[config.mk]
export PLATFORM = sky130hd
export DESIGN_NAME = iir_fold3_sched
export DESIGN_NICKNAME = d
export VERILOG_FILES = /design/src/rtl/iir_fold3_sched.sv
export SDC_FILE = /design/constraint.sdc
export NUM_CORES = 1
export LEC_CHECK = 0
export ABC_CLOCK_PERIOD_IN_PS = 2200
export BUFFER_PORTS_ARGS = -buffer_cell sky130_fd_sc_hd__clkbuf_2
export CAP_MARGIN = 10
export CORE_MARGIN = 10
export CORE_UTILIZATION = 40
export CTS_BUF_LIST = sky130_fd_sc_hd__clkbuf_2
export DETAILED_ROUTE_END_ITERATION = 10
export GPL_ROUTABILITY_DRIVEN = 1
export PLACE_DENSITY = 0.59
export SYNTH_ARGS = -nofsm -noshare
export SYNTH_HDL_FRONTEND = slang
export SYNTH_SLANG_ARGS = --single-unit
[constraint.sdc]
create_clock -name clk -period 2.2 [get_ports clk]
set_input_delay 0.44 -clock clk [delete_from_list [all_inputs] [get_ports clk]]
set_output_delay 0.44 -clock clk [all_outputs]
set_load 0.005 [all_outputs]
[src/rtl/iir_fold3_sched.sv]
// Sequencer for a 3-folded first-order IIR section y = b0*x + b1*x1 + a1*y1,
// time-sharing one external Q10 multiplier across the three products.
module iir_fold3_sched #(
    parameter int unsigned W       = 20,
    parameter logic [W-1:0] B0_INIT = 20'd512,
    parameter logic [W-1:0] B1_INIT = 20'd256,
    parameter logic [W-1:0] A1_INIT = 20'd256
) (
    input  logic         clk,
    input  logic         rst_n,
    input  logic         in_valid,
    output logic         in_ready,
    input  logic [W-1:0] in_data,
    output logic         out_valid,
    input  logic         out_ready,
    output logic [W-1:0] out_data,
    output logic [W-1:0] mul_a,
    output logic [W-1:0] mul_b,
    input  logic [W-1:0] mul_p,
    input  logic         cfg_we,
    input  logic [1:0]   cfg_addr,
    input  logic [W-1:0] cfg_data,
    input  logic         clr_hist,
    output logic         busy
);

    typedef enum logic [2:0] {
        IDLE = 3'd0,
        M0   = 3'd1,
        M1   = 3'd2,
        M2   = 3'd3,
        OUT  = 3'd4
    } state_t;

    state_t       state, state_nx;
    logic [W-1:0] b0, b1, a1;
    logic [W-1:0] b0_nx, b1_nx, a1_nx;
    logic [W-1:0] x_cur, x1, y1, acc;
    logic [W-1:0] x_cur_nx, x1_nx, y1_nx, acc_nx;
    logic [W-1:0] out_data_nx, mul_a_nx, mul_b_nx;
    logic         out_valid_nx, in_ready_nx, busy_nx;

    // State, datapath and registered outputs
    always_ff @(posedge clk or negedge rst_n) begin
        if (!rst_n) begin
            state     <= IDLE;
            b0        <= B0_INIT;
            b1        <= B1_INIT;
            a1        <= A1_INIT;
            x_cur     <= '0;
            x1        <= '0;
            y1        <= '0;
            acc       <= '0;
            out_data  <= '0;
            out_valid <= 1'b0;
            mul_a     <= '0;
            mul_b     <= '0;
            in_ready  <= 1'b1;
            busy      <= 1'b0;
        end else begin
            state     <= state_nx;
            b0        <= b0_nx;
            b1        <= b1_nx;
            a1        <= a1_nx;
            x_cur     <= x_cur_nx;
            x1        <= x1_nx;
            y1        <= y1_nx;
            acc       <= acc_nx;
            out_data  <= out_data_nx;
            out_valid <= out_valid_nx;
            mul_a     <= mul_a_nx;
            mul_b     <= mul_b_nx;
            in_ready  <= in_ready_nx;
            busy      <= busy_nx;
        end
    end

    // Next state; multiplier operands are pre-decoded from the state being entered
    always_comb begin
        state_nx     = state;
        b0_nx        = b0;
        b1_nx        = b1;
        a1_nx        = a1;
        x_cur_nx     = x_cur;
        x1_nx        = x1;
        y1_nx        = y1;
        acc_nx       = acc;
        out_data_nx  = out_data;
        out_valid_nx = out_valid;
        mul_a_nx     = '0;
        mul_b_nx     = '0;

        case (state)
            IDLE: begin
                if (cfg_we) begin
                    case (cfg_addr)
                        2'd0:    b0_nx = cfg_data;
                        2'd1:    b1_nx = cfg_data;
                        2'd2:    a1_nx = cfg_data;
                        default: ;
                    endcase
                end
                if (clr_hist) begin
                    x1_nx = '0;
                    y1_nx = '0;
                end
                if (in_valid) begin
                    x_cur_nx = in_data;
                    state_nx = M0;
                    mul_a_nx = b0_nx;
                    mul_b_nx = in_data;
                end
            end
            M0: begin
                acc_nx   = mul_p;
                state_nx = M1;
                mul_a_nx = b1;
                mul_b_nx = x1;
            end
            M1: begin
                acc_nx   = acc + mul_p;
                state_nx = M2;
                mul_a_nx = a1;
                mul_b_nx = y1;
            end
            M2: begin
                out_data_nx  = acc + mul_p;
                out_valid_nx = 1'b1;
                state_nx     = OUT;
            end
            OUT: begin
                if (out_ready) begin
                    x1_nx        = x_cur;
                    y1_nx        = out_data;
                    out_valid_nx = 1'b0;
                    state_nx     = IDLE;
                end
            end
            default: state_nx = IDLE;
        endcase

        in_ready_nx = (state_nx == IDLE);
        busy_nx     = (state_nx != IDLE);
    end

endmodule

==> out/results.txt, run 1 <==
Design Power = 16.37 mW
Fmax = 0.4509 GHz
Failing checks = setup timing
Setup WS post-layout = -0.01798 ns
CP required = 2.87 ns
Hold_ws = 0.1166 ns
Top-area cell type share of the netlist area = 56.30%
Top layer in use = met4
Mapped Nets = 866
Vias in the first global route = 7463
Critical path type = reg2reg
Post-synth top area cell = dfrtp_1
Worst-path clk slew = 0.10 ns
Inserted Clock Buffers = 54
Core box area = 21960 µm²
Cell Area, Placed = 10340 µm²
VDD IR max = 437.9 µV
Status = complete, but fails checks
Unique masters post-synth = 57
Most common cell in the netlist = dfrtp_1
Syn Inst Count = 778
Clock Sinks = 206
Synth Cell Area = 8979 µm²
Clk_lat worst skew = 0.81 ns
Fin. Hold Viols = 0
Detailed Routing Iterations Pass 1 = 4
Sequential fraction of the synthesis area = 57.47%
P&R area growth vs syn = 29.81%
Worst-margin pin slew = 0.5487 ns
Routed length per instance = 17.49 µm
Final Setup Violations = 2
Detailed placement HPWL = 16020 µm
M1 WL = 11020 µm
Share of cells above drive strength 1 = 35.88%
First-pass GRT wire length = 39420 µm
Top post-synthesis cells by area = dfrtp_1 56%, mux2_2 7.9%, nand2_1 6.2%
Vias = 6963
Pre-CTS setup slack = -0.3209 ns
Top_reg_cell synth = dfrtp_1
Met3 WL post-DR = 1336 µm
Post-Layout Cell Count = 1370
Crit path arrival time = 2.89 ns
Initial Utilization = 40.89%
Number of core rows = 54
Pins Over Slew Limit = 0
Nets = 1138
Worst Hold Class = in2reg
Post-synth EDFFs = 0
Initial antenna violation count = 3
Filler Cell Count = 1946
Tcrit/Tclk final = 100.8%
Cell total after placement = 1206
Total gr overflow = 0
Routed Antenna Nets = 0
PortBufs = 130
Max cap viols = 0
Post-DR vias/cell = 5.082
Met2 wire len = 11270 µm
RSZ-0062 raised after global routing = yes
Post-synthesis register bit count = 206
CP startpoint kind = flip-flop
PwrDens = 1405 nW/µm²
Critical path peak fanout = 5
Tmin final = 2.218 ns
Max Clock Skew = 0.03811 ns
IO Count = 131
Post-route cell area = 11650 µm²
CTS Root Cell = clkbuf_2
CP Capture Type = flip-flop
Post-synth top cells = 202 x dfrtp_1, 148 x nand2_1, 63 x mux2_2
Die height = 169.8 µm
DRC = 0
Leak = 5.828 nW
CTS tree = done
GP Congestion = 0.8942
Die Span X = 169.8 µm
Asr flop ratio synth = 100.0%
Synth warn = 0
Initial DRC Count = 395
Clock buffer depth = 3
Final WL = 23960 µm
Htree depth = 2
Syn Area/Cell = 11.54 µm²
Rel. slew slack = 63.42%
Total track usage = 16.81%
Pin count of the biggest net entering global routing = 56
Area of the die = 28840 µm²
-- where the power goes --
part | leakage (nW) | switching, mW | total [mW] | internal [mW]
Combinational | 2.86 | 3.81 | 7.31 | 3.51
Clock | 0.367 | 1.54 | 2.53 | 0.997
Sequential | 2.60 | 1.01 | 6.53 | 5.52
-- cell usage in the layout (no fill, tap or decap), types with 6 or more instances in the layout --
cell and n:
a21oi_1 27, a22o_1 40, a22oi_1 40, and3_1 15
buf_4 64, clkbuf_2 213, clkinv_1 6, dfrtp_1 202
dlygate4sd3_1 62, ha_1 14, mux2_2 63, mux2i_1 28
nand2_1 148, nor2_1 11, o21ai_0 41, o21ai_1 6
xnor2_1 6, xor2_1 7
-- critical path, stage by stage, from the launching register on --
cell      delay [ns]
dfrtp_1         0.40
ha_2            0.19
fa_2            0.35
a211oi_2        0.18
o21bai_1        0.09
a21oi_2         0.14
buf_6           0.14
o31ai_2         0.07
a221oi_2        0.25
xor2_1          0.20
mux2i_1         0.09
-- path summary, 6_finish.rpt --
path	start	endpoint	slack [ns]	cells after the start
max reg2reg	acc[0]$_DFFE_PN0P_	acc[16]$_DFFE_PN0P_	-0.02	10
max in group asynchronous	rst_n	mul_a[1]$_DFF_PN0_	1.34	3
min reg2reg	x_cur[15]$_DFFE_PN0P_	x_cur[15]$_DFFE_PN0P_	0.49	2
max	acc[0]$_DFFE_PN0P_	acc[16]$_DFFE_PN0P_	-0.02	10
min	mul_p[4]	acc[4]$_DFFE_PN0P_	0.12	5
min in group asynchronous	rst_n	acc[10]$_DFFE_PN0P_	0.14	2
-- layer usage --
layer	global-route usage, %	up-vias
met5	0	-
met4	4.884	0
met3	4.003	27
met2	26.75	157
met1	22.39	3419
li1	-	3360
-- metrics by stage --
stage	TNS, ns	util, %
floorplan	-0.02171	-
global route	-0.4758	53.08
global placement	-2.888	47.08
CTS	-0.09312	52.20
detailed placement	-3.674	47.08
finish	-0.02942	53.08
-- sequential cells by signal (all words and copies together), names as in the netlist --
name,count
a1,20
acc,20
b0,20
b1,20
busy,1
in_ready,1
mul_a,20
mul_b,20
out_data,20
out_valid,1
state,3
x1,20
x_cur,20
y1,20
-- kinds of logic (layout without fill, tap and decap cells) --
family                     count (synthesis)  after routing  share of synthesized area, %
buffers and inverters                     50            359                         2.355
xor gates and xnor gates                  18             18                         1.909
DFF                                      206            206                         57.47
AOI/OAI and AO/OA                        192            192                         14.58
other                                      0              3                             0
muxes                                     91             91                         11.02
adders and majority gates                 20             20                         2.871
and+or+nand+nor                          201            201                         9.797
-- repair_timing --
action                                  CTS  global route
pin swaps                                 7            18
setup buffers                             2             4
endpoints found under the setup margin    8            22
resized for setup                         5            31
endpoints found under the hold margin   332             0
hold buffers                             62             0
-- area by class of cell --
type                    count  area [µm²]  share of cell area (%)
multi-input cells         522        3807                   32.67
repair buffers            261        1852                   15.89
clock inverters             9       38.79                  0.3328
flip-flops and latches    206        5160                   44.27
diodes                      3       7.507                 0.06441
well taps                 280       350.3                   3.006
clock buffers              84       420.4                   3.607
inverters                   5       18.77                  0.1610
Power figures use the tool's default switching activity.
==> run 2, diff against run 1 <==
SETUP_SLACK_MARGIN = 0.05   (was not set)
==> run 2 against run 1 <==
  * Wire length up 2.7%
  * Total power up 1.5%
  * Critical endpoint is now out_data[10]$_DFFE_PN0N_
  * The run still ends with setup timing left
  * Critical path type unchanged
  * Highest routed layer unchanged
  * Worst hold slack worse by 0.017 ns
==> out/results.txt, run 2 (synthesis gave the netlist of run 1 again) <==
RSZ-0062 raised after global routing = yes (unchanged)
Die height = 169.8 µm (unchanged)
CP Capture Type = flip-flop (unchanged)
Critical path peak fanout = 5 (unchanged)
Fin. Hold Viols = 0 (unchanged)
Nets = 1134 (was 1138)
Clock Sinks = 206 (unchanged)
Max cap viols = 0 (unchanged)
Final Setup Violations = 8 (was 2)
CP startpoint kind = flip-flop (unchanged)
Cell total after placement = 1198 (was 1206)
Critical path type = reg2reg (unchanged)
CTS tree = done (unchanged)
CP required = 2.91 ns (was 2.87 ns)
CTS Root Cell = clkbuf_2 (unchanged)
Max Clock Skew = 0.06348 ns (was 0.03811 ns)
Core box area = 21960 µm² (unchanged)
Tmin final = 2.303 ns (was 2.218 ns)
PortBufs = 130 (unchanged)
Initial Utilization = 40.89% (unchanged)
Vias in the first global route = 7540 (was 7463)
Vias = 6977 (was 6963)
Total gr overflow = 0 (unchanged)
Detailed placement HPWL = 15980 µm (was 16020 µm)
Status = complete, but fails checks (unchanged)
Total track usage = 16.95% (was 16.81%)
Clock buffer depth = 3 (unchanged)
Initial antenna violation count = 1 (was 3)
Worst Hold Class = in2reg (unchanged)
Tcrit/Tclk final = 104.7% (was 100.8%)
Worst-margin pin slew = 0.6681 ns (was 0.5487 ns)
Final WL = 24610 µm (was 23960 µm)
Clk_lat worst skew = 0.82 ns (was 0.81 ns)
Routed length per instance = 17.96 µm (was 17.49 µm)
PwrDens = 1419 nW/µm² (was 1405 nW/µm²)
Leak = 5.849 nW (was 5.828 nW)
GP Congestion = 0.8406 (was 0.8942)
Routed Antenna Nets = 0 (unchanged)
Area of the die = 28840 µm² (unchanged)
Fin util = 53.33% (was 53.08%)
Share of cells above drive strength 1 = 35.81% (was 35.88%)
Post-DR vias/cell = 5.093 (was 5.082)
Most frequent cells in the layout = 216 x clkbuf_2, 202 x dfrtp_1, 148 x nand2_1 (was 213 x clkbuf_2, 202 x dfrtp_1, 148 x nand2_1)
DRC = 0 (unchanged)
Detailed Routing Iterations Pass 1 = 5 (was 4)
First-pass GRT wire length = 39730 µm (was 39420 µm)
Htree depth = 2 (unchanged)
Design Power = 16.62 mW (was 16.37 mW)
Pin count of the biggest net entering global routing = 68 (was 56)
Hold_ws = 0.09940 ns (was 0.1166 ns)
Setup WS post-layout = -0.1027 ns (was -0.01798 ns)
Worst-path clk slew = 0.10 ns (about the same)
Post-Layout Cell Count = 1370 (unchanged)
Number of core rows = 54 (unchanged)
Pins Over Slew Limit = 0 (unchanged)
VDD IR max = 618.4 µV (was 437.9 µV)
Inserted Clock Buffers = 56 (was 54)
Die Span X = 169.8 µm (unchanged)
Initial DRC Count = 395 (unchanged)
Crit path arrival time = 3.01 ns (was 2.89 ns)
Most common cell after layout, fill and taps aside = clkbuf_2 (unchanged)
P&R area growth vs syn = 30.43% (was 29.81%)
Fmax = 0.4343 GHz (was 0.4509 GHz)
Failing checks = setup timing (unchanged)
IO Count = 131 (unchanged)
Rel. slew slack = 55.31% (was 63.42%)
run 2: changes by cell type in the layout (fill, tap and decap cells not counted), sizes merged:
cell | before | now
diode | 3 | 1
dlygate4sd3 | 62 | 61
clkinv | 7 | 11
bufinv | 0 | 1
buf | 69 | 64
clkbuf | 214 | 217
run 2: report_power, final:
group	internal, mW	total, mW	switching, mW
combinational	3.53	7.36	3.83
clock	1.16	2.72	1.56
sequential	5.52	6.54	1.02
run 2: path summary, 6_finish.rpt:
check | start | end | slack (ns) | depth (start not counted)
max in group asynchronous | rst_n | out_data[16]$_DFFE_PN0N_ | 0.91 | 3
worst min register to register | x_cur[3]$_DFFE_PN0P_ | x_cur[3]$_DFFE_PN0P_ | 0.48 | 2
worst max-delay path | acc[0]$_DFFE_PN0P_ | out_data[10]$_DFFE_PN0N_ | -0.10 | 12
worst max register to register | acc[0]$_DFFE_PN0P_ | out_data[10]$_DFFE_PN0N_ | -0.10 | 12
min in group asynchronous | rst_n | out_data[8]$_DFFE_PN0N_ | 0.21 | 3
worst min-delay path | mul_p[19] | acc[19]$_DFFE_PN0P_ | 0.1 | 4
run 2: metal layers:
metal / part of all wire, % / vias to the layer above / GRT usage, %
li1: - / 3363 / -
met1: 46 / 3404 / 22.37
met2: 47 / 172 / 27.08
met3: 5.0 / 38 / 3.702
met4: 1.8 / 0 / 5.799
met5: 0 / - / 0
run 2: critical path: stages (launching register included):
cell and delay (ns):
dfrtp_1 0.41, ha_4 0.17, fa_2 0.36, a211oi_2 0.19, o21bai_1 0.11, a21oi_2 0.14, buf_6 0.14, buf_4 0.11
buf_6 0.09, o31ai_4 0.07, xnor2_2 0.21, buf_4 0.16, o21ai_2 0.05
run 2: layout make-up:
cell class | count | area, µm²
inverters | 5 | 18.77
fillers | 1977 | 10250
well taps | 280 | 350.3
repair buffers | 255 | 1846
flip-flops and latches | 206 | 5160
multi-input cells | 522 | 3816
diodes | 1 | 2.502
clock inverters | 14 | 82.58
clock buffers | 87 | 435.4
run 2: metrics by stage:
step | setup TNS, ns | cell area [µm²] | setup WS [ns]
6_report | -0.3765 | 11710 | -0.1027
4_1_cts | -0.1362 | 11490 | -0.03477
3_5_place_dp | -3.087 | 10330 | -0.2838
5_1_grt | -1.452 | 11710 | -0.2169
2_1_floorplan | 0 | 8999 | 0.04314
3_3_place_gp | -2.590 | 10330 | -0.2438
run 2: timing repair:
action	CTS	global route
gates cloned	0	0
buffers inserted	4	5
endpoints found under the hold margin	340	0
resized for setup	1	34
hold buffers	61	0
setup endpoints to repair	11	28
pin swaps	2	20
